File: src/rtl/timer_pkg.sv
// Shared definitions for the 8-bit timer IP: widths, clock-select codes,
// TCR bit positions and count-direction constants.
package timer_pkg;

    localparam int CNT_W_DEFAULT = 8;
    localparam int DIV_W_DEFAULT = 4;

    typedef enum logic [1:0] {
        CKS_DIV2  = 2'b00,
        CKS_DIV4  = 2'b01,
        CKS_DIV8  = 2'b10,
        CKS_DIV16 = 2'b11
    } cks_e;

    localparam int TCR_LOAD = 7;
    localparam int TCR_EN   = 4;

    localparam logic DIR_UP   = 1'b0;
    localparam logic DIR_DOWN = 1'b1;

    // Number of low prescaler bits that must all be ones for a tick at this cks.
    function automatic int cks_span(input logic [1:0] cks);
        return int'(cks) + 1;
    endfunction

endpackage

File: src/rtl/timer_counter_if.sv
// Control/status bundle between the register block, the counting core and
// the status block.
interface timer_counter_if #(
    parameter int CNT_W = 8
);
    logic             load;
    logic [CNT_W-1:0] tdr;
    logic             en;
    logic             dw;
    logic [1:0]       cks;
    logic [CNT_W-1:0] tcnt;
    logic             ovf_set;
    logic             udf_set;
    logic             tick_o;

    modport master (
        output load, tdr, en, dw, cks,
        input  tcnt, ovf_set, udf_set, tick_o
    );

    modport slave (
        input  load, tdr, en, dw, cks,
        output tcnt, ovf_set, udf_set, tick_o
    );
endinterface

File: src/rtl/timer_prescaler.sv
// Free-running prescaler; tick is the AND of div[cks:0], one pulse every
// 2^(cks+1) cycles.
module timer_prescaler
    import timer_pkg::*;
#(
    parameter int DIV_W = DIV_W_DEFAULT
) (
    input  logic       clk,
    input  logic       rst,
    input  logic [1:0] cks,
    output logic       tick_o
);

    logic [DIV_W-1:0] div_r;
    logic [DIV_W-1:0] mask_s;
    logic             tick_s;

    // Divider register: only reset clears it, nothing else disturbs its phase.
    always_ff @(posedge clk) begin
        if (rst) begin
            div_r <= {DIV_W{1'b0}};
        end else begin
            div_r <= div_r + DIV_W'(1);
        end
    end

    // Tick decode: cks selects how many low divider bits must be set.
    always_comb begin
        mask_s = {DIV_W{1'b0}};
        for (int i = 0; i < DIV_W; i++) begin
            if (i < cks_span(cks)) begin
                mask_s[i] = 1'b1;
            end else begin
                mask_s[i] = 1'b0;
            end
        end
        tick_s = ((div_r & mask_s) == mask_s);
    end

    assign tick_o = tick_s;

endmodule

File: src/rtl/timer_counter.sv
// Counting core: holds TCNT, applies TDR loads and counts on prescaled ticks,
// raising registered one-cycle wrap pulses only on real count transitions.
module timer_counter
    import timer_pkg::*;
#(
    parameter int CNT_W = CNT_W_DEFAULT,
    parameter int DIV_W = DIV_W_DEFAULT
) (
    input  logic            clk,
    input  logic            rst,
    timer_counter_if.slave  bus
);

    logic             tick_s;
    logic [CNT_W-1:0] tcnt_r;
    logic [CNT_W-1:0] tcnt_nxt_s;
    logic             ovf_r;
    logic             ovf_nxt_s;
    logic             udf_r;
    logic             udf_nxt_s;

    timer_prescaler #(
        .DIV_W (DIV_W)
    ) u_prescaler (
        .clk    (clk),
        .rst    (rst),
        .cks    (bus.cks),
        .tick_o (tick_s)
    );

    // Next-state: load beats a coincident tick so reloads never look like wraps.
    always_comb begin
        tcnt_nxt_s = tcnt_r;
        ovf_nxt_s  = 1'b0;
        udf_nxt_s  = 1'b0;
        if (bus.load) begin
            tcnt_nxt_s = bus.tdr;
        end else if (bus.en && tick_s) begin
            if (bus.dw == DIR_DOWN) begin
                tcnt_nxt_s = tcnt_r - CNT_W'(1);
                udf_nxt_s  = (tcnt_r == {CNT_W{1'b0}});
            end else begin
                tcnt_nxt_s = tcnt_r + CNT_W'(1);
                ovf_nxt_s  = (tcnt_r == {CNT_W{1'b1}});
            end
        end else begin
            tcnt_nxt_s = tcnt_r;
        end
    end

    // Counter and flag registers share one edge so the pulse lines up with the wrap.
    always_ff @(posedge clk) begin
        if (rst) begin
            tcnt_r <= {CNT_W{1'b0}};
            ovf_r  <= 1'b0;
            udf_r  <= 1'b0;
        end else begin
            tcnt_r <= tcnt_nxt_s;
            ovf_r  <= ovf_nxt_s;
            udf_r  <= udf_nxt_s;
        end
    end

    assign bus.tcnt    = tcnt_r;
    assign bus.ovf_set = ovf_r;
    assign bus.udf_set = udf_r;
    assign bus.tick_o  = tick_s;

endmodule

File: src/flat_wrapper.sv
// flat-port wrapper written by rule: the top's interface ports become plain ports
module timer_counter_flat import timer_pkg::*;
#(
    parameter int CNT_W = CNT_W_DEFAULT,
    parameter int DIV_W = DIV_W_DEFAULT
)
  (clk, rst, bus_load, bus_tdr, bus_en, bus_dw, bus_cks, bus_tcnt, bus_ovf_set, bus_udf_set, bus_tick_o);
  timer_counter_if #(.CNT_W(CNT_W)) bus_i ();
  input  logic clk;
  input  logic rst;
  input wire logic [$bits(bus_i.load)-1:0] bus_load;
  input wire logic [$bits(bus_i.tdr)-1:0] bus_tdr;
  input wire logic [$bits(bus_i.en)-1:0] bus_en;
  input wire logic [$bits(bus_i.dw)-1:0] bus_dw;
  input wire logic [$bits(bus_i.cks)-1:0] bus_cks;
  output wire logic [$bits(bus_i.tcnt)-1:0] bus_tcnt;
  output wire logic [$bits(bus_i.ovf_set)-1:0] bus_ovf_set;
  output wire logic [$bits(bus_i.udf_set)-1:0] bus_udf_set;
  output wire logic [$bits(bus_i.tick_o)-1:0] bus_tick_o;
  assign bus_i.load = bus_load;
  assign bus_i.tdr = bus_tdr;
  assign bus_i.en = bus_en;
  assign bus_i.dw = bus_dw;
  assign bus_i.cks = bus_cks;
  assign bus_tcnt = bus_i.tcnt;
  assign bus_ovf_set = bus_i.ovf_set;
  assign bus_udf_set = bus_i.udf_set;
  assign bus_tick_o = bus_i.tick_o;
  timer_counter #(.CNT_W(CNT_W), .DIV_W(DIV_W)) u_core (.clk(clk), .rst(rst), .bus(bus_i));
endmodule
File: config.mk
export PLATFORM = sky130hd
export DESIGN_NAME = timer_counter_flat
export DESIGN_NICKNAME = d
export VERILOG_FILES = /design/src/rtl/timer_pkg.sv /design/src/rtl/timer_counter_if.sv /design/src/rtl/timer_prescaler.sv /design/src/rtl/timer_counter.sv /design/src/flat_wrapper.sv
export SDC_FILE = /design/constraint.sdc
export NUM_CORES = 1
export LEC_CHECK = 0
export CAP_MARGIN = 20
export CORE_UTILIZATION = 46
export DETAILED_ROUTE_END_ITERATION = 8
export PLACE_DENSITY = 0.84
export SYNTH_ARGS = -nofsm -noshare
export SYNTH_HDL_FRONTEND = slang
export SYNTH_HIERARCHICAL = 1
export SYNTH_SLANG_ARGS = --single-unit
export TNS_END_PERCENT = 100
File: constraint.sdc
create_clock -name clk -period 2 [get_ports clk]
set_input_delay 0.4 -clock clk [delete_from_list [all_inputs] [get_ports clk]]
set_output_delay 0.4 -clock clk [all_outputs]
set_load 0.03 [all_outputs]
* After elaboration in Yosys (flattened, before gate mapping)
Cells that the tools add are included.
** Operators by class
- $add $sub $neg :: 4
- $lt $le $gt $ge :: 4
- Eq/ne operators :: 2
- Multiplexer cells :: 7
- Bitwise operators :: 3
- Reduce and logical (&&, ||, !) cells :: 5
** Operator list (number)
- $lt A1 B32 Y1 const A :: 1
- $lt A2 B32 Y1 const A :: 1
- $lt A3 B32 Y1 const A :: 1
- $mux W8 :: 3
- $add A8 B1 Y8 const B :: 1
- $eq A8 B8 Y1 const B :: 1
- $logic_not A8 Y1 :: 1
- $reduce_or A4 Y1 :: 2
- $sub A8 B1 Y8 const B :: 1
- $add A4 B1 Y4 const B :: 1
- $and A4 B4 Y4 :: 1
- $eq A4 B4 Y1 :: 1
- $mux W1 :: 4
- $add A2 B1 Y3 const B :: 1
- $lt A2 B3 Y1 const A :: 1
- $not A1 Y1 :: 2
- $reduce_bool A2 Y1 :: 1
- $logic_and A1 B1 Y1 :: 1
** Storage, ports and cells
- Register bits after elaboration :: 14
- Output and inout port bits :: 11
- Word-level logic and storage cells :: 29

* Longest topological paths before layout
Gate-level depths: netlist (run 1).
- Depth after elaboration :: 8
- Mapped depth :: 9

* Modules after synthesis
Netlist (run 1), hierarchy kept.
** By module, submodules not included
- timer_counter :: instances 1, cells an instance 99, area each 752.0 µm², sequential area each 200.2 µm²
- timer_prescaler :: instances 1, cells an instance 17, area each 157.7 µm², sequential area each 80.1 µm²

* Worst setup path after synthesis (run 1)
Ideal clock, no wire load.
- Path type :: input-to-reg
- Start :: input bus_cks[1]
- End :: register u_core.tcnt_r[7], in the netlist u_core/bus.tcnt[7]
- Library setup time :: 0.075 ns
- Arrival :: 2.505 ns
- Required time :: 1.925 ns
- Setup slack :: -0.580 ns
- Stages :: 9
- Cells stage by stage :: inv_1 > o21ai_1 > a221oi_1 > nand2_1 > buf_2 > nor3_1 > a21o_1 > mux2i_1 > o22ai_1
** On the way
- Cells in the longest elaborated chain, start to end :: 7
- Elaborated cells between the ends (all ways) :: 13
** RTL lines
- start, declared :: line flat_wrapper.sv:15 : input wire logic [$bits(bus_i.cks)-1:0] bus_cks;
- $add A2 B1 Y3 * :: line timer_pkg.sv:23 : return int'(cks) + 1;
- $lt A1 B32 Y1, or another cell as far along :: line timer_prescaler.sv:31 : if (i < cks_span(cks)) begin
- $mux W1 :: line timer_prescaler.sv:31
- $and A4 B4 Y4 :: line timer_prescaler.sv:37 : tick_s = ((div_r & mask_s) == mask_s);
- $eq A4 B4 Y1 * :: line timer_prescaler.sv:37
- named net bus_tick_o :: line flat_wrapper.sv:19 : output wire logic [$bits(bus_i.tick_o)-1:0] bus_tick_o;
- $logic_and A1 B1 Y1 * :: line timer_counter.sv:38 : end else if (bus.en && tick_s) begin
- $reduce_bool A2 Y1 (no line) *
- end signal, assigned :: line timer_counter.sv:54 : tcnt_r <= {CNT_W{1'b0}};
- end signal, assigned :: line timer_counter.sv:58 : tcnt_r <= tcnt_nxt_s;
- end, declared :: line timer_counter.sv:15 : logic [CNT_W-1:0] tcnt_r;
Mark *: on every way through the listed nets, which the timed path passes. The rest lies on a longest branch.
A chain may end at the register's enable or synchronous reset.

* Worst setup path after layout (run 1)
- Start :: input bus_cks[1]
- End :: output bus_tick_o
** On the way
- Cells in the longest elaborated chain, start to end :: 5
- Elaborated cells between the ends (all ways) :: 11
** RTL lines (line)
- $add A2 B1 Y3 * :: timer_pkg.sv:23
- $lt A1 B32 Y1, or another cell as far along :: timer_prescaler.sv:31
- $mux W1 :: timer_prescaler.sv:31
- $and A4 B4 Y4 :: timer_prescaler.sv:37
- $eq A4 B4 Y1 * :: timer_prescaler.sv:37
- end, declared :: flat_wrapper.sv:19
Mark *: on every way between the ends. The rest lies on a longest branch, timed or not.

==> impl_metrics.csv, run 1 <==
group,metric,value,unit
clocking,cts_root_buf,"clkbuf_4",
logic_synthesis,synth.area.top_cells,"dfxtp_1 31%, ha_1 9.6%, a21oi_1 7.7%",
route,wl,2590,µm
final_layout,n_antenna_cell,0,
place,gp_congestion,0.874,
logic_synthesis,syn_nets,139,
place,place.port_buffers,25,
sta,skew,0.00578,ns
floorplan,chipWidth,46.5,µm
logic_synthesis,synth_top_cell_area_share,30.8,%
sta,setup_viol,0,
floorplan,die_h,46.5,µm
floorplan,die-area,0.00216,mm²
place,dp_hpwl,2050,µm
worst_setup_path,critPathArrivalTime,1.55,ns
clocking,clk_pin_slew,0.09,ns
logic_synthesis,ys_types,34,
global_route,grt_pass1_wl,4130,µm
place,pre_cts_ws,-0.440,ns
logic_synthesis,synth_warnings,6,
final_layout,mostFrequentLayoutCells,"23 x clkdlybuf4s50_1, 20 x buf_4, 14 x nor2_1, 14 x dfxtp_1, 13 x a21oi_1",
pwr,peakVddDrop,310,µV
sta,slew_viol_final,0,
final_layout,final_cell_area,0.00141,mm²
clocking,cts.sinks,14,
pwr,power,0.767,mW
route,postRouteAntennaNets,0,
worst_setup_path,critPathKind,"primary input to primary output",
logic_synthesis,synth_top_area_cell,"dfxtp_1",
logic_synthesis,ys.flop_type,"dfxtp_1",
clocking,cts_tree,"yes",
floorplan,core,0.00178,mm²
final_layout,area_growth,55.2,%
final_layout,final_util,79.2,%
sta,setup_ws,0.0453,ns
sta,fin_crit,1.95,ns
logic_synthesis,synth-edff-count,0,
run_status,status,"finished clean",
global_route,antenna_found_initial,0,
final_layout,drive_above_1_share,20.4,%
logic_synthesis,synth-seq-cells,14,
route,drtIter0Drc,35,
floorplan,initial_utilization,51.0,%
route,route.detailed.drc,0,
worst_setup_path,cp_data_required_time,1.60,ns
logic_synthesis,synth_area,910,µm²
place,place_area,0.00134,mm²
clocking,cts_buffers,3,
clocking,h-tree-depth,1,
global_route,overflow,0,
sta,maxSlewHeadroom,78.1,%
global_route,grt_use_total,27.3,%
sta,tightest_slew,0.327,ns
sta,finalHoldViolCount,0,
worst_setup_path,cp_max_fo,2,
logic_synthesis,avgSynthCellArea,7.84,µm²
hold_path,min_path_type,"flop to flop",
worst_setup_path,end_kind,"primary output",
final_layout,final_common_cell,"clkdlybuf4s50_1",
pwr,power.density,544,mW/mm²
place,dp.cells,181,
logic_synthesis,async_reset_ff_share,0,%
worst_setup_path,start_kind,"primary input",
floorplan,io_pins,26,
clocking,clock_latency,0.27,ns
global_route,grt_pass1_vias,1024,
logic_synthesis,yosysSeqAreaShare,30.8,%
final_layout,finalNetCount,186,
job,maxCapViolCount,0,
final_layout,layout.cells.non_filler,187,
clocking,cts_buffer_depth,2,
route,viasPerCell,5.59,
sta,finalCritPeriodShare,97.7,%
floorplan,rows,15,
route,vias,1045,
route,wl_per_cell,13.8,µm
pwr,leakagePower,0.576,nW
logic_synthesis,syn_inst,116,
sta,max_clock_freq,512,MHz
global_route,grt_max_degree,9,
route,drtPass1Iterations,5,
[critical path, cell delays in order]
cell             delay [ns]
clkdlybuf4s50_1        0.43
inv_1                  0.08
o21ai_2                0.07
a221oi_4               0.32
buf_6                  0.14
buf_6                  0.12
[layout make-up]
type / instances / area (µm²)
clock buffers: 4 / 36.3
fillers: 127 / 372
inverters: 6 / 22.5
multi-input cells: 92 / 629
flip-flops and latches: 14 / 280
well taps: 25 / 31.3
repair buffers: 46 / 412
[where the power goes]
group / leakage [nW] / switching, mW / internal (mW)
Clock: 0.0210 / 0.0893 / 0.111
Combinational: 0.440 / 0.119 / 0.132
Sequential: 0.115 / 0.0223 / 0.294
[cell families after synthesis]
logic type	after synthesis	synth area share, %
compound gates	32	21.7
xor+xnor	6	5.78
fa+ha+maj	8	11.8
buf+inv	10	4.40
flops	14	30.8
mux	1	1.10
simple gates	45	24.3
[state kept, by name, indices dropped and copies added, names as in the netlist]
name                      cells
u_core/bus.tcnt               8
u_core/bus.udf_set            1
u_core/bus.ovf_set            1
u_core/u_prescaler/div_r      4
[through the flow]
stage | TNS [ns] | hold WS (ns)
floorplan | 0 | 0.430
global placement | -1.92 | 0.448
detailed placement | -2.37 | 0.474
CTS | 0 | 0.495
global route | -0.0161 | 0.529
finish | 0 | 0.484
[metal layers]
layer	part of all wire (%)	wire length, µm	track usage [%]	vias to the layer above
met5	0	0	0	-
met4	2.2	57	11.2	0
met3	3.9	102	4.71	8
met2	52	1360	51.7	35
met1	41	1070	28.9	490
li1	-	-	-	512
[cells in the mapped netlist, types with 3 or more instances]
| library cell | n |
|---|---|
| inv_1 | 6 |
| nor3_1 | 4 |
| a21oi_1 | 14 |
| nor2_1 | 14 |
| ha_1 | 7 |
| nand2_1 | 11 |
| o21ai_0 | 3 |
| dfxtp_1 | 14 |
| nor2b_1 | 3 |
| nand3_1 | 3 |
| xnor2_1 | 5 |
[path summary, 6_finish.rpt]
check                                endpoint  slack, ns  cells past startpoint                   startpoint
hold reg to reg   u_core/u_prescaler/div_r[0]       0.48                      1  u_core/u_prescaler/div_r[0]
setup reg to reg           u_core/bus.tcnt[6]       0.17                      7           u_core/bus.tcnt[0]
hold / removal    u_core/u_prescaler/div_r[0]       0.48                      1  u_core/u_prescaler/div_r[0]
setup / recovery                   bus_tick_o       0.05                      6                   bus_cks[1]
[what timing repair did]
| item | in CTS | in global routing |
|---|---|---|
| setup buffers | 0 | 2 |
| hold buffers | 0 | 0 |
| resized for setup | 2 | 6 |
| endpoints found under the setup margin | 5 | 4 |
| pin swaps | 0 | 2 |
No activity file was read; power rests on OpenSTA's default activity.
==> inputs of run 2 (changes only) <==
--- a/config.mk
+++ b/config.mk
@@ -6,9 +6,9 @@
 export NUM_CORES = 1
 export LEC_CHECK = 0
 export CAP_MARGIN = 20
-export CORE_UTILIZATION = 46
+export CORE_UTILIZATION = 42
 export DETAILED_ROUTE_END_ITERATION = 8
-export PLACE_DENSITY = 0.84
+export PLACE_DENSITY = 0.81
 export SYNTH_ARGS = -nofsm -noshare
 export SYNTH_HDL_FRONTEND = slang
 export SYNTH_HIERARCHICAL = 1
==> constraint.sdc (replaced) <==
create_clock -name clk -period 1.6 [get_ports clk]
set_input_delay 0.32 -clock clk [delete_from_list [all_inputs] [get_ports clk]]
set_output_delay 0.32 -clock clk [all_outputs]
set_load 0.03 [all_outputs]
==> run 2 against run 1 <==
Net effect: the run now ends with setup timing left; cell count up 9.1%; design area rose by 13%; sequential cell count unchanged; utilization grew 0.40 points; count of clock-buffer cells in the layout stayed put; largest power group unchanged; highest routed layer unchanged.
==> impl_metrics.csv, run 2 (synthesized netlist as in run 1, its figures left out) <==
group,metric,value,unit
pwr,peakVddDrop,584,µV
global_route,grt_max_degree,10,
sta,setup_ws,-0.189,ns
pwr,combPwrFrac,36.1,%
place,dp_hpwl,2230,µm
route,postRouteAntennaNets,0,
worst_setup_path,critPathTopFamily,"simple AND/OR/NAND/NOR gates",
final_layout,fill_cells,138,
route,drtPass1Iterations,4,
sta,tightest_slew,0.307,ns
worst_setup_path,crit_path_max_incr_delay,0.49,ns
pwr,internal_power,0.694,mW
final_layout,largest_register_ffs,8,
floorplan,initial_utilization,45.4,%
global_route,grt_pass1_vias,1136,
place,dp.cells,197,
route,wl_per_cell,16.3,µm
final_layout,area_growth,75.1,%
sta,fin_crit,1.79,ns
global_route,antenna_found_initial,0,
sta,max_clock_freq,559,MHz
place,place.port_buffers,25,
clocking,cts_buffer_depth,2,
pwr,p_switching,0.335,mW
worst_setup_path,cp_max_fo,4,
worst_setup_path,critPathKind,"flop to flop",
worst_setup_path,cp_data_required_time,1.80,ns
clocking,clk_pin_slew,0.10,ns
worst_setup_path,critPathArrivalTime,1.99,ns
floorplan,die-area,0.00236,mm²
worst_setup_path,critPathBufInv,0,
run_status,status,"finished, violations left",
route,route.detailed.drc,0,
pwr,power,1.03,mW
clocking,cts_buffers,3,
job,maxCapViolCount,0,
sta,setup_viol,6,
final_layout,final_common_cell,"buf_4",
global_route,overflow,0,
worst_setup_path,slowest_stage,"or4b_1",
pwr,leakagePower,0.720,nW
clocking,cts_tree,"yes",
sta,tns,-0.561,ns
pwr,swShare,32.5,%
sta,slew_viol_final,0,
route,wl,3320,µm
floorplan,core,0.00200,mm²
route,viasPerCell,5.76,
final_layout,final_cell_area,0.00159,mm²
worst_setup_path,worstPathCellList,"ha_4 > a211oi_2 > o21bai_1 > a21oi_2 > or4b_1 > and3_1",
final_layout,drive_above_1_share,36.7,%
floorplan,io_pins,26,
sta,finalHoldViolCount,0,
route,drtIter0Drc,39,
sta,maxSlewHeadroom,79.4,%
final_layout,layout.cells.non_filler,204,
place,place_area,0.00147,mm²
global_route,grt_use_total,28.5,%
sta,rsz0062_at_grt,"yes",
hold_path,min_path_type,"primary input to flop",
floorplan,die_h,48.5,µm
route,vias,1175,
sta,skew,0.0112,ns
pwr,power.density,646,mW/mm²
pwr,power_frac_clock,26.2,%
clocking,cts_root_buf,"clkbuf_4",
place,gp_congestion,0.883,
worst_setup_path,start_kind,"flop",
clocking,cts.sinks,14,
worst_setup_path,end_kind,"flop",
final_layout,finalNetCount,201,
pwr,p_seq_share,37.7,%
place,pre_cts_ws,-0.818,ns
final_layout,mostFrequentLayoutCells,"32 x buf_4, 13 x nor2_1, 11 x clkdlybuf4s50_1, 11 x a21oi_1, 10 x dlygate4sd2_1",
worst_setup_path,worst-r2r-setup-slack,-0.19,ns
floorplan,rows,16,
run_status,violations,"setup timing",
final_layout,n_antenna_cell,0,
clocking,clock_latency,0.30,ns
clocking,h-tree-depth,1,
global_route,grt_pass1_wl,5070,µm
floorplan,chipWidth,48.5,µm
sta,finalCritPeriodShare,112,%
[run 2: cell type report]
type / count / area [µm²] / area share (%)
inverter: 6 / 25.0 / 1.57
multi-input combinational: 92 / 683 / 42.9
timing repair buffer: 61 / 523 / 32.8
sequential: 14 / 292 / 18.3
tap: 27 / 33.8 / 2.12
clock buffer: 4 / 36.3 / 2.28
[run 2: tightest hold or removal path, delay by kind of cell]
kind	cells	cell delay, ns
buf+inv	2	0.29
simple gates	2	0.14
[run 2: worst paths after layout]
check,startpoint,endpoint,cells after the start
worst max register to register,u_core/bus.tcnt[1],u_core/bus.tcnt[5],6
worst max-delay path,u_core/bus.tcnt[1],u_core/bus.tcnt[5],6
worst min-delay path,bus_dw,u_core/bus.ovf_set,4
worst min register to register,u_core/bus.tcnt[4],u_core/bus.udf_set,1
[run 2: repair_timing]
action                     CTS  global route
gates resized for setup     27            10
pin swaps                    8             7
cloned                       0             0
setup endpoints to repair   20            11
hold buffers                 0             0
setup buffers                3             0
[run 2: metrics by stage]
step,hold slack [ns],utilization [%]
after global placement,0.506,73.3
after floorplan,0.384,-
final,0.512,79.6
after global routing,0.526,79.6
after CTS,0.515,78.3
after detailed placement,0.505,73.3
[run 2: per-layer routing]
layer | vias to the layer above | part of all wire (%) | GRT usage [%]
met5 | - | 0 | 0
met4 | 0 | 4.7 | 16.7
met3 | 21 | 8.1 | 4.40
met2 | 80 | 50 | 49.3
met1 | 530 | 37 | 33.1
li1 | 544 | - | -
[run 2: power by group through the flow]
stage	registers [mW]	logic [mW]	clock network [mW]
after floorplan	0.420	0.142	0
after global placement	0.393	0.330	0
after detailed placement	0.393	0.342	0
after CTS	0.386	0.351	0.272
after global routing	0.389	0.394	0.295
final	0.388	0.372	0.269
==> inputs of run 3 (changes only) <==
--- a/config.mk
+++ b/config.mk
@@ -8,7 +8,9 @@
 export CAP_MARGIN = 20
 export CORE_UTILIZATION = 42
 export DETAILED_ROUTE_END_ITERATION = 8
+export HOLD_SLACK_MARGIN = 0.1
 export PLACE_DENSITY = 0.81
+export SLEW_MARGIN = 20
 export SYNTH_ARGS = -nofsm -noshare
 export SYNTH_HDL_FRONTEND = slang
 export SYNTH_HIERARCHICAL = 1
==> constraint.sdc (replaced) <==
create_clock -name clk -period 1.4 [get_ports clk]
set_input_delay 0.28 -clock clk [delete_from_list [all_inputs] [get_ports clk]]
set_output_delay 0.28 -clock clk [all_outputs]
set_load 0.03 [all_outputs]
==> run 3 against run 2 <==
Net effect: the flow still finishes with violations (setup timing); via count grew 6.1%; wire length grew 14%; utilization grew 3.7 points; clock power grew 16%; worst setup slack lost 0.20 ns; critical path depth is the same; hold slack lost 0.094 ns; total power grew 20%; count of clock-buffer cells in the layout is the same; sequential power grew 14%; register-to-register slack lost 0.20 ns; cell count grew 0.49%; critical path type unchanged; largest power group is now combinational cells.
==> impl_metrics.csv, run 3 (synthesized netlist as in run 1, its figures left out) <==
group,metric,value,unit
run_status,status,"finished, violations left",
run_status,violations,"setup timing",
final_layout,final_common_cell,"buf_4",
worst_setup_path,reg2reg_depth,6,
final_layout,n_antenna_cell,0,
global_route,grt_use_total,30.4,%
clocking,clock_latency,0.29,ns
route,drtPass1Iterations,4,
pwr,power.density,739,mW/mm²
global_route,grt_max_degree,13,
floorplan,chipWidth,48.5,µm
place,place.port_buffers,25,
route,postRouteAntennaNets,0,
global_route,overflow,0,
route,vias,1247,
route,wl,3780,µm
final_layout,drive_above_1_share,43.3,%
clocking,cts_tree,"yes",
sta,slew_viol_final,0,
sta,max_clock_freq,560,MHz
final_layout,largest_register_ffs,8,
floorplan,die_h,48.5,µm
worst_setup_path,slowest_stage,"or4b_1",
floorplan,rows,16,
sta,rsz0062_at_grt,"yes",
worst_setup_path,worstPathCellList,"ha_4 > a211oi_4 > o21bai_1 > a21oi_2 > or4b_1 > and3_1",
hold_path,holdPathEnd,"u_core/bus.udf_set",
sta,fin_crit,1.79,ns
final_layout,finalNetCount,202,
sta,tightest_slew,0.501,ns
route,top_layer,"met4",
floorplan,core,0.00200,mm²
clocking,cts_buffer_depth,2,
worst_setup_path,cp_max_fo,4,
clocking,cts_root_buf,"clkbuf_4",
pwr,peakVddDrop,495,µV
global_route,antenna_found_initial,0,
clocking,cts_buffers,3,
final_layout,area_growth,83.2,%
place,place_area,0.00147,mm²
pwr,leakagePower,0.711,nW
place,pre_cts_ws,-0.991,ns
clocking,h-tree-depth,1,
worst_setup_path,start_kind,"flop",
place,gp_congestion,0.835,
worst_setup_path,critPathArrivalTime,1.97,ns
route,dr_wl_met3,275,µm
floorplan,initial_utilization,45.4,%
clocking,cts_hold_buf,0,
hold_path,min_path_type,"primary input to flop",
worst_setup_path,critPathKind,"flop to flop",
route,route.detailed.drc,0,
floorplan,die-area,0.00236,mm²
route,wl_per_cell,18.4,µm
route,viasPerCell,6.08,
job,maxCapViolCount,0,
sta,setup_viol,11,
clocking,cts.sinks,14,
sta,finalHoldViolCount,0,
clocking,clk_pin_slew,0.10,ns
worst_setup_path,critPathBufInv,0,
global_route,grt_pass1_wl,5510,µm
global_route,grt_pass1_vias,1192,
sta,setup_ws,-0.386,ns
worst_setup_path,r2r-end,"u_core/bus.tcnt[5]",
route,dr_wl_met2,1920,µm
route,drtIter0Drc,58,
final_layout,mostFrequentLayoutCells,"37 x buf_4, 13 x nor2_1, 11 x clkdlybuf4s50_1, 10 x a21oi_1",
worst_setup_path,crit_path_max_incr_delay,0.48,ns
worst_setup_path,end_kind,"flop",
final_layout,final_util,83.3,%
worst_setup_path,cp_data_required_time,1.58,ns
hold_path,whs_path_depth,3,
sta,skew,0.00469,ns
hold_path,hp-start,"bus_dw",
worst_setup_path,worst-r2r-setup-slack,-0.39,ns
sta,tns,-2.43,ns
sta,maxSlewHeadroom,66.3,%
worst_setup_path,critPathTopFamily,"simple AND/OR/NAND/NOR gates",
final_layout,final_cell_area,0.00167,mm²
sta,holdWs,0.419,ns
place,dp_hpwl,2300,µm
floorplan,io_pins,26,
worst_setup_path,regToRegStartpoint,"u_core/bus.tcnt[1]",
sta,finalCritPeriodShare,128,%
route,wl_met1,1380,µm
==> run 3: how the worst max path moves through the flow <==
stage / endpoint / from / cells past startpoint
global route: u_core/bus.tcnt[2] / u_core/u_prescaler/div_r[1] / 8
global placement: u_core/bus.tcnt[5] / bus_dw / 7
detailed placement: u_core/bus.tcnt[5] / bus_dw / 7
CTS: u_core/bus.tcnt[5] / u_core/bus.tcnt[1] / 6
finish: u_core/bus.tcnt[5] / u_core/bus.tcnt[1] / 6
floorplan: u_core/bus.tcnt[5] / u_core/u_prescaler/div_r[1] / 5
==> run 3: what timing repair did <==
item	in CTS	in global routing
gates resized for setup	30	16
pin swaps	11	13
buffers inserted	2	2
endpoints found under the setup margin	18	14
==> run 3: layout make-up <==
| class | instances | area (µm²) |
|---|---|---|
| inverter | 6 | 25.0 |
| fill | 119 | 335 |
| multi-input combinational | 92 | 752 |
| timing repair buffer | 62 | 526 |
| tap | 27 | 33.8 |
| clock buffer | 4 | 36.3 |
| sequential | 14 | 294 |
==> run 3: routing by layer <==
metal | vias to the layer above | track usage (%)
li1 | 546 | -
met1 | 587 | 32.0
met2 | 86 | 60.1
met3 | 28 | 4.09
met4 | 0 | 11.8
met5 | - | 0
==> run 3: through the flow <==
step | total power [mW] | std cells
after floorplan | 0.645 | 116
after global placement | 0.823 | 197
after detailed placement | 0.841 | 197
after CTS | 1.16 | 203
after global routing | 1.28 | 205
final | 1.23 | 205
==> run 3: power by group <==
part	total, mW	internal [mW]	switching (mW)
clock	0.311	0.158	0.152
combinational	0.478	0.240	0.238
sequential	0.443	0.419	0.0241
total	1.23	0.817	0.414
==> run 3: tightest hold or removal path, delay by kind of cell <==
family        cells  cell delay, ns
simple gates      2            0.20
buf+inv           1            0.18
